**src/rtl/gc_dram_host_port.sv**
```systemverilog
// Host-side GC-DRAM initiator: queues host requests, issues them in order around refresh, and
// returns read data in order. Define HOST_STALL_CNT_EN to add the stall_cnt output.
module gc_dram_host_port #(
    parameter int unsigned ADDR_W = 10,
    parameter int unsigned DATA_W = 64,
    parameter int unsigned RD_LAT = 1,
    parameter int unsigned QDEPTH = 4
) (
    input  logic              clk,
    input  logic              rst,
    input  logic              req_valid,
    output logic              req_ready,
    input  logic              req_wr,
    input  logic [ADDR_W-1:0] req_addr,
    input  logic [DATA_W-1:0] req_wdata,
    output logic              rsp_valid,
    input  logic              rsp_ready,
    output logic [DATA_W-1:0] rsp_rdata,
    input  logic              mem_busy,
    output logic              mem_we,
    output logic              mem_re,
    output logic [ADDR_W-1:0] mem_waddr,
    output logic [ADDR_W-1:0] mem_raddr,
    output logic [DATA_W-1:0] mem_in,
    input  logic [DATA_W-1:0] mem_rd
`ifdef HOST_STALL_CNT_EN
    ,
    output logic [15:0]       stall_cnt
`endif
);

    localparam int unsigned PW = $clog2(QDEPTH);
    localparam int unsigned CW = PW + 1;

    typedef enum logic [1:0] {StIdle, StIssue, StStall} state_t;

    state_t state;

    logic [QDEPTH-1:0] q_wr;
    logic [ADDR_W-1:0] q_addr  [QDEPTH];
    logic [DATA_W-1:0] q_wdata [QDEPTH];
    logic [PW-1:0]     q_wptr, q_rptr;
    logic [CW-1:0]     q_count, q_count_next;

    logic [DATA_W-1:0] r_data [QDEPTH];
    logic [PW-1:0]     r_wptr, r_rptr;
    logic [CW-1:0]     r_count;

    logic [RD_LAT-1:0] rd_pipe;
    logic [CW-1:0]     inflight;

    logic q_empty, push_req, credit, head_wr, issue, issue_wr, issue_rd, capture, pop_rsp;

    // The FSM is the authority on whether the request FIFO holds anything.
    assign q_empty  = (state == StIdle);
    assign req_ready = (q_count != CW'(QDEPTH));
    assign push_req = req_valid & req_ready;
    assign credit   = ({1'b0, inflight} + {1'b0, r_count}) < (CW + 1)'(QDEPTH);
    assign head_wr  = q_wr[q_rptr];
    assign issue    = !q_empty && !mem_busy && (head_wr || credit);
    assign issue_wr = issue & head_wr;
    assign issue_rd = issue & !head_wr;
    assign capture  = rd_pipe[RD_LAT-1];
    assign rsp_valid = (r_count != '0);
    assign pop_rsp  = rsp_valid & rsp_ready;
    assign q_count_next = q_count + CW'(push_req) - CW'(issue);

    always_comb begin
        mem_we    = issue_wr;
        mem_re    = issue_rd;
        mem_waddr = issue_wr ? q_addr[q_rptr] : '0;
        mem_raddr = issue_rd ? q_addr[q_rptr] : '0;
        mem_in    = issue_wr ? q_wdata[q_rptr] : '0;
        rsp_rdata = rsp_valid ? r_data[r_rptr] : '0;
    end

    always_ff @(posedge clk) begin
        if (push_req) begin
            q_wr[q_wptr]    <= req_wr;
            q_addr[q_wptr]  <= req_addr;
            q_wdata[q_wptr] <= req_wdata;
        end
        if (capture) begin
            r_data[r_wptr] <= mem_rd;
        end
    end

    always_ff @(posedge clk) begin
        if (rst) begin
            q_wptr  <= '0;
            q_rptr  <= '0;
            q_count <= '0;
            r_wptr  <= '0;
            r_rptr  <= '0;
            r_count <= '0;
        end else begin
            if (push_req) q_wptr <= q_wptr + 1'b1;
            if (issue)    q_rptr <= q_rptr + 1'b1;
            q_count <= q_count_next;
            if (capture)  r_wptr <= r_wptr + 1'b1;
            if (pop_rsp)  r_rptr <= r_rptr + 1'b1;
            r_count <= r_count + CW'(capture) - CW'(pop_rsp);
        end
    end

    // Dropping the pipe on reset discards data of reads already on the DRAM bus.
    always_ff @(posedge clk) begin
        if (rst) begin
            rd_pipe  <= '0;
            inflight <= '0;
        end else begin
            rd_pipe[0] <= issue_rd;
            for (int i = 1; i < RD_LAT; i++) begin
                rd_pipe[i] <= rd_pipe[i-1];
            end
            inflight <= inflight + CW'(issue_rd) - CW'(capture);
        end
    end

    // Stall means a head was present but blocked in the previous cycle.
    always_ff @(posedge clk) begin
        if (rst) begin
            state <= StIdle;
        end else if (q_count_next == '0) begin
            state <= StIdle;
        end else if (!q_empty && !issue) begin
            state <= StStall;
        end else begin
            state <= StIssue;
        end
    end

`ifdef HOST_STALL_CNT_EN
    always_ff @(posedge clk) begin
        if (rst) begin
            stall_cnt <= '0;
        end else if (state == StStall && stall_cnt != 16'hFFFF) begin
            stall_cnt <= stall_cnt + 16'd1;
        end
    end
`endif

endmodule
```
**config.mk**
```make
export PLATFORM = sky130hd
export DESIGN_NAME = gc_dram_host_port
export DESIGN_NICKNAME = d
export VERILOG_FILES = /design/src/rtl/gc_dram_host_port.sv
export SDC_FILE = /design/constraint.sdc
export NUM_CORES = 1
export LEC_CHECK = 0
export CORE_MARGIN = 1
export CORE_UTILIZATION = 50
export DETAILED_ROUTE_END_ITERATION = 8
export PLACE_DENSITY = 0.76
export SYNTH_ARGS = -nofsm -noshare
export SYNTH_HDL_FRONTEND = slang
export SYNTH_SLANG_ARGS = --single-unit
```
**constraint.sdc**
```tcl
create_clock -name clk -period 3 [get_ports clk]
set_input_delay 0.75 -clock clk [delete_from_list [all_inputs] [get_ports clk]]
set_output_delay 0.75 -clock clk [all_outputs]
set_load 0.01 [all_outputs]
```
==> results.yml <==
cts:
  cts.clk_slew.worst_paths_ns: 0.06
  cts_max_level: 2
  cts_sinks: 580
  cts_root_buffer: "clkbuf_16"
  cts_buffer_depth: 3
  cts_buffers: 57
  clk_latency_ns: 0.61
  cts_tree: "built"
synthesis:
  synthCells: 1012
  yosys.area.top_type: "edfxtp_1"
  yosysMostFrequentCell: "edfxtp_1"
  async_flop_share_pct: 0
  synthFlopType: "edfxtp_1"
  synth_warnings: 0
  yosys_register_bits: 580
  ys_seq_area_share_pct: 77.49
  synthTopCellsByCount: "556 x edfxtp_1, 139 x mux4_2, 81 x and2_1, 72 x nor2b_1, 24 x dfxtp_1"
  syn_area_um2: 22170
  avgSynthCellArea_um2: 21.90
  syn-num-nets: 1175
  yosys.area.top_type_share_pct: 75.32
  ys_types: 35
  netlist_top_cells_area: "edfxtp_1 75%, mux4_2 14%, and2_1 2.3%"
  synth_edf_count: 556
critical_path:
  r2r_cells: 14
  endpoint_kind: "primary output"
  worstPathRequired_ns: 2.25
  worstSetupPathType: "reg -> out"
  cp_slowest_stage_delay_ns: 0.56
  arrival_ns: 2.47
  crit_top_cell: "buf_6"
  critPathTopFamily: "buffers and inverters"
  crit_buf_inv: 5
  crit_chain: "mux4_2 > buf_6 > nor3_4 > buf_6 > buf_6 > buf_6 > and2_4 > buf_6"
  crit_path_max_fanout: 6
  slowest_stage: "mux4_2"
  cp_num_cells: 8
  start_kind: "register"
  r2r_slack_ns: -0.11
cells_and_area:
  nFillCells: 2789
  postLayoutCoreUtil_pct: 67.30
  syn_to_final_growth_pct: 31.64
  drive_gt1_share_pct: 36.96
  nets: 1606
drt:
  drcViolationCount: 0
  wl_um: 49510
  firstDrtPassIters: 8
  routed_via_density: 5.422
  drt_iter0_drc: 1043
  vias: 11270
  wl_per_cell_um: 23.82
  ant_nets: 0
sta:
  worst_pin_slew_ns: 0.7309
  relSlewSlack_pct: 51.27
  layout_setup_ws_ns: -0.2195
  hold_viol: 0
  setup_viol: 56
  slew_viol_final: 0
  finalCritPeriodShare_pct: 107.3
  max_freq_mhz: 310.6
  rsz0062_at_grt: "true"
  finClkSkew_ns: 0.01906
  final.setup.tns_ns: -3.972
  min_period_ns: 3.220
hold_path:
  hp-class: "reg -> reg"
  hold_depth: 2
floorplan:
  start_util_pct: 51.12
  die_w_um: 212.6
  dieHeight_um: 212.6
  ioPinCount: 296
  core_area_um2: 43360
  fp-row-count: 76
  die_area_um2: 45180
power:
  vdd_ir_drop_max_v: 0.0006064
  switchingPower_w: 0.006470
  combPwrFrac_pct: 30.7
  p_int_w: 0.01785
  switching_share_pct: 26.61
  clockPowerShare_pct: 28.9
  pwr-share-seq_pct: 40.4
  finalPower_w: 0.02431
  p_leak_nw: 10.06
  power.density_nw_per_um2: 833.3
global_routing:
  grt_pass1_wl_um: 72510
  antenna_found_initial: 5
  grt_max_degree: 56
  grt_pass1_vias: 11810
  grt_usage_pct: 21.99
  grt-ovfl-total: 0
status:
  violations: "setup timing"
  status: "complete, but fails checks"
place:
  place_congestion: 0.7251
  port_buffers: 295
  dp_hpwl_um: 28720
job:
  max_cap_violations: 0
tightest hold or removal path: stages, from the launching register on:
cell and delay (ns):
dfxtp_1 0.34, nand2_1 0.07, a21oi_1 0.06
timing repair:
| action | 4_1_cts | 5_1_grt |
|---|---|---|
| hold buffers | 0 | 0 |
| setup endpoints to repair | 150 | 135 |
| gates cloned | 15 | 3 |
| pin swaps | 6 | 5 |
| gates resized for setup | 643 | 117 |
| setup buffers | 62 | 17 |
sequential cells by signal, summed over array words and instances, names as in the netlist, named ones only:
signal    cells
q_count       3
q_wr          4
r_data      256
q_addr       40
inflight      3
capture       1
r_rptr        2
q_rptr        2
state         2
q_wdata     256
q_wptr        2
r_wptr        2
r_count       3
cell type report:
| type | count | area [µm²] | area share, % |
|---|---|---|---|
| sequential | 580 | 17190 | 58.91 |
| tap | 585 | 732.0 | 2.508 |
| multi-input combinational | 368 | 5010 | 17.17 |
| antenna | 2 | 5.005 | 0.01715 |
| clock inverter | 37 | 334.1 | 1.145 |
| clock buffer | 70 | 1518 | 5.201 |
| inverter | 16 | 60.06 | 0.2058 |
| timing repair buffer | 420 | 4332 | 14.84 |
kinds of logic (layout without fill, tap and decap cells):
group           after synthesis  count (layout)  share of synthesized area [%]
compound gates                8               8                         0.2823
buf+inv                      64             543                          1.231
fa+ha+maj                    19              19                          1.174
flops                       580             580                          77.49
simple gates                189             189                          5.159
other cells                   0               2                              0
xor+xnor                     10              10                         0.3951
mux                         142             142                          14.27
per-layer routing:
layer / GRT usage [%] / routed length [µm] / vias up
met5: 0 / 44 / -
met4: 5.681 / 1048 / 6
met3: 6.455 / 4695 / 86
met2: 35.78 / 24450 / 440
met1: 29.15 / 19270 / 5782
li1: - / - / 4952
layout by cell type, fill, tap and decap left out, drive strengths merged, types with 10 or more instances in the layout:
cell type and count:
dlygate4sd2 10, dfxtp 24, and2 81, nor2b 72, clkbuf 80, buf 251
mux4 139, inv 18, ha 16, clkinv 26, clkdlybuf4s50 145, nor2 16
edfxtp 556
stage by stage:
step	worst slack [ns]	hold WS, ns	instance area [µm²]	cells
2_1_floorplan	0.01645	0.4692	22170	1012
3_3_place_gp	-0.5032	0.4813	26310	1887
3_5_place_dp	-0.5019	0.5102	26310	1887
4_1_cts	-0.2033	0.5187	28890	2070
5_1_grt	-0.2789	0.5458	29180	2076
6_report	-0.2195	0.5246	29180	2078
power groups by stage:
stage / Clock (W) / Combinational (W) / Sequential [W]
3_5_place_dp: 0 / 0.00620 / 0.0100
3_3_place_gp: 0 / 0.00618 / 0.00996
6_report: 0.00703 / 0.00746 / 0.00983
2_1_floorplan: 0 / 0.00336 / 0.00991
5_1_grt: 0.00746 / 0.00797 / 0.00987
4_1_cts: 0.00714 / 0.00729 / 0.00982
worst paths after layout:
check | start | endpoint
setup / recovery | q_wr[3]$_DFFE_PP_ | mem_raddr[0]
hold / removal | q_wptr[1]$_SDFFE_PP0P_ | q_wptr[1]$_SDFFE_PP0P_
setup reg to reg | q_wr[3]$_DFFE_PP_ | state[0]$_SDFF_PP0_
hold reg to reg | q_wptr[1]$_SDFFE_PP0P_ | q_wptr[1]$_SDFFE_PP0P_
No activity file was read; power rests on OpenSTA's default activity.
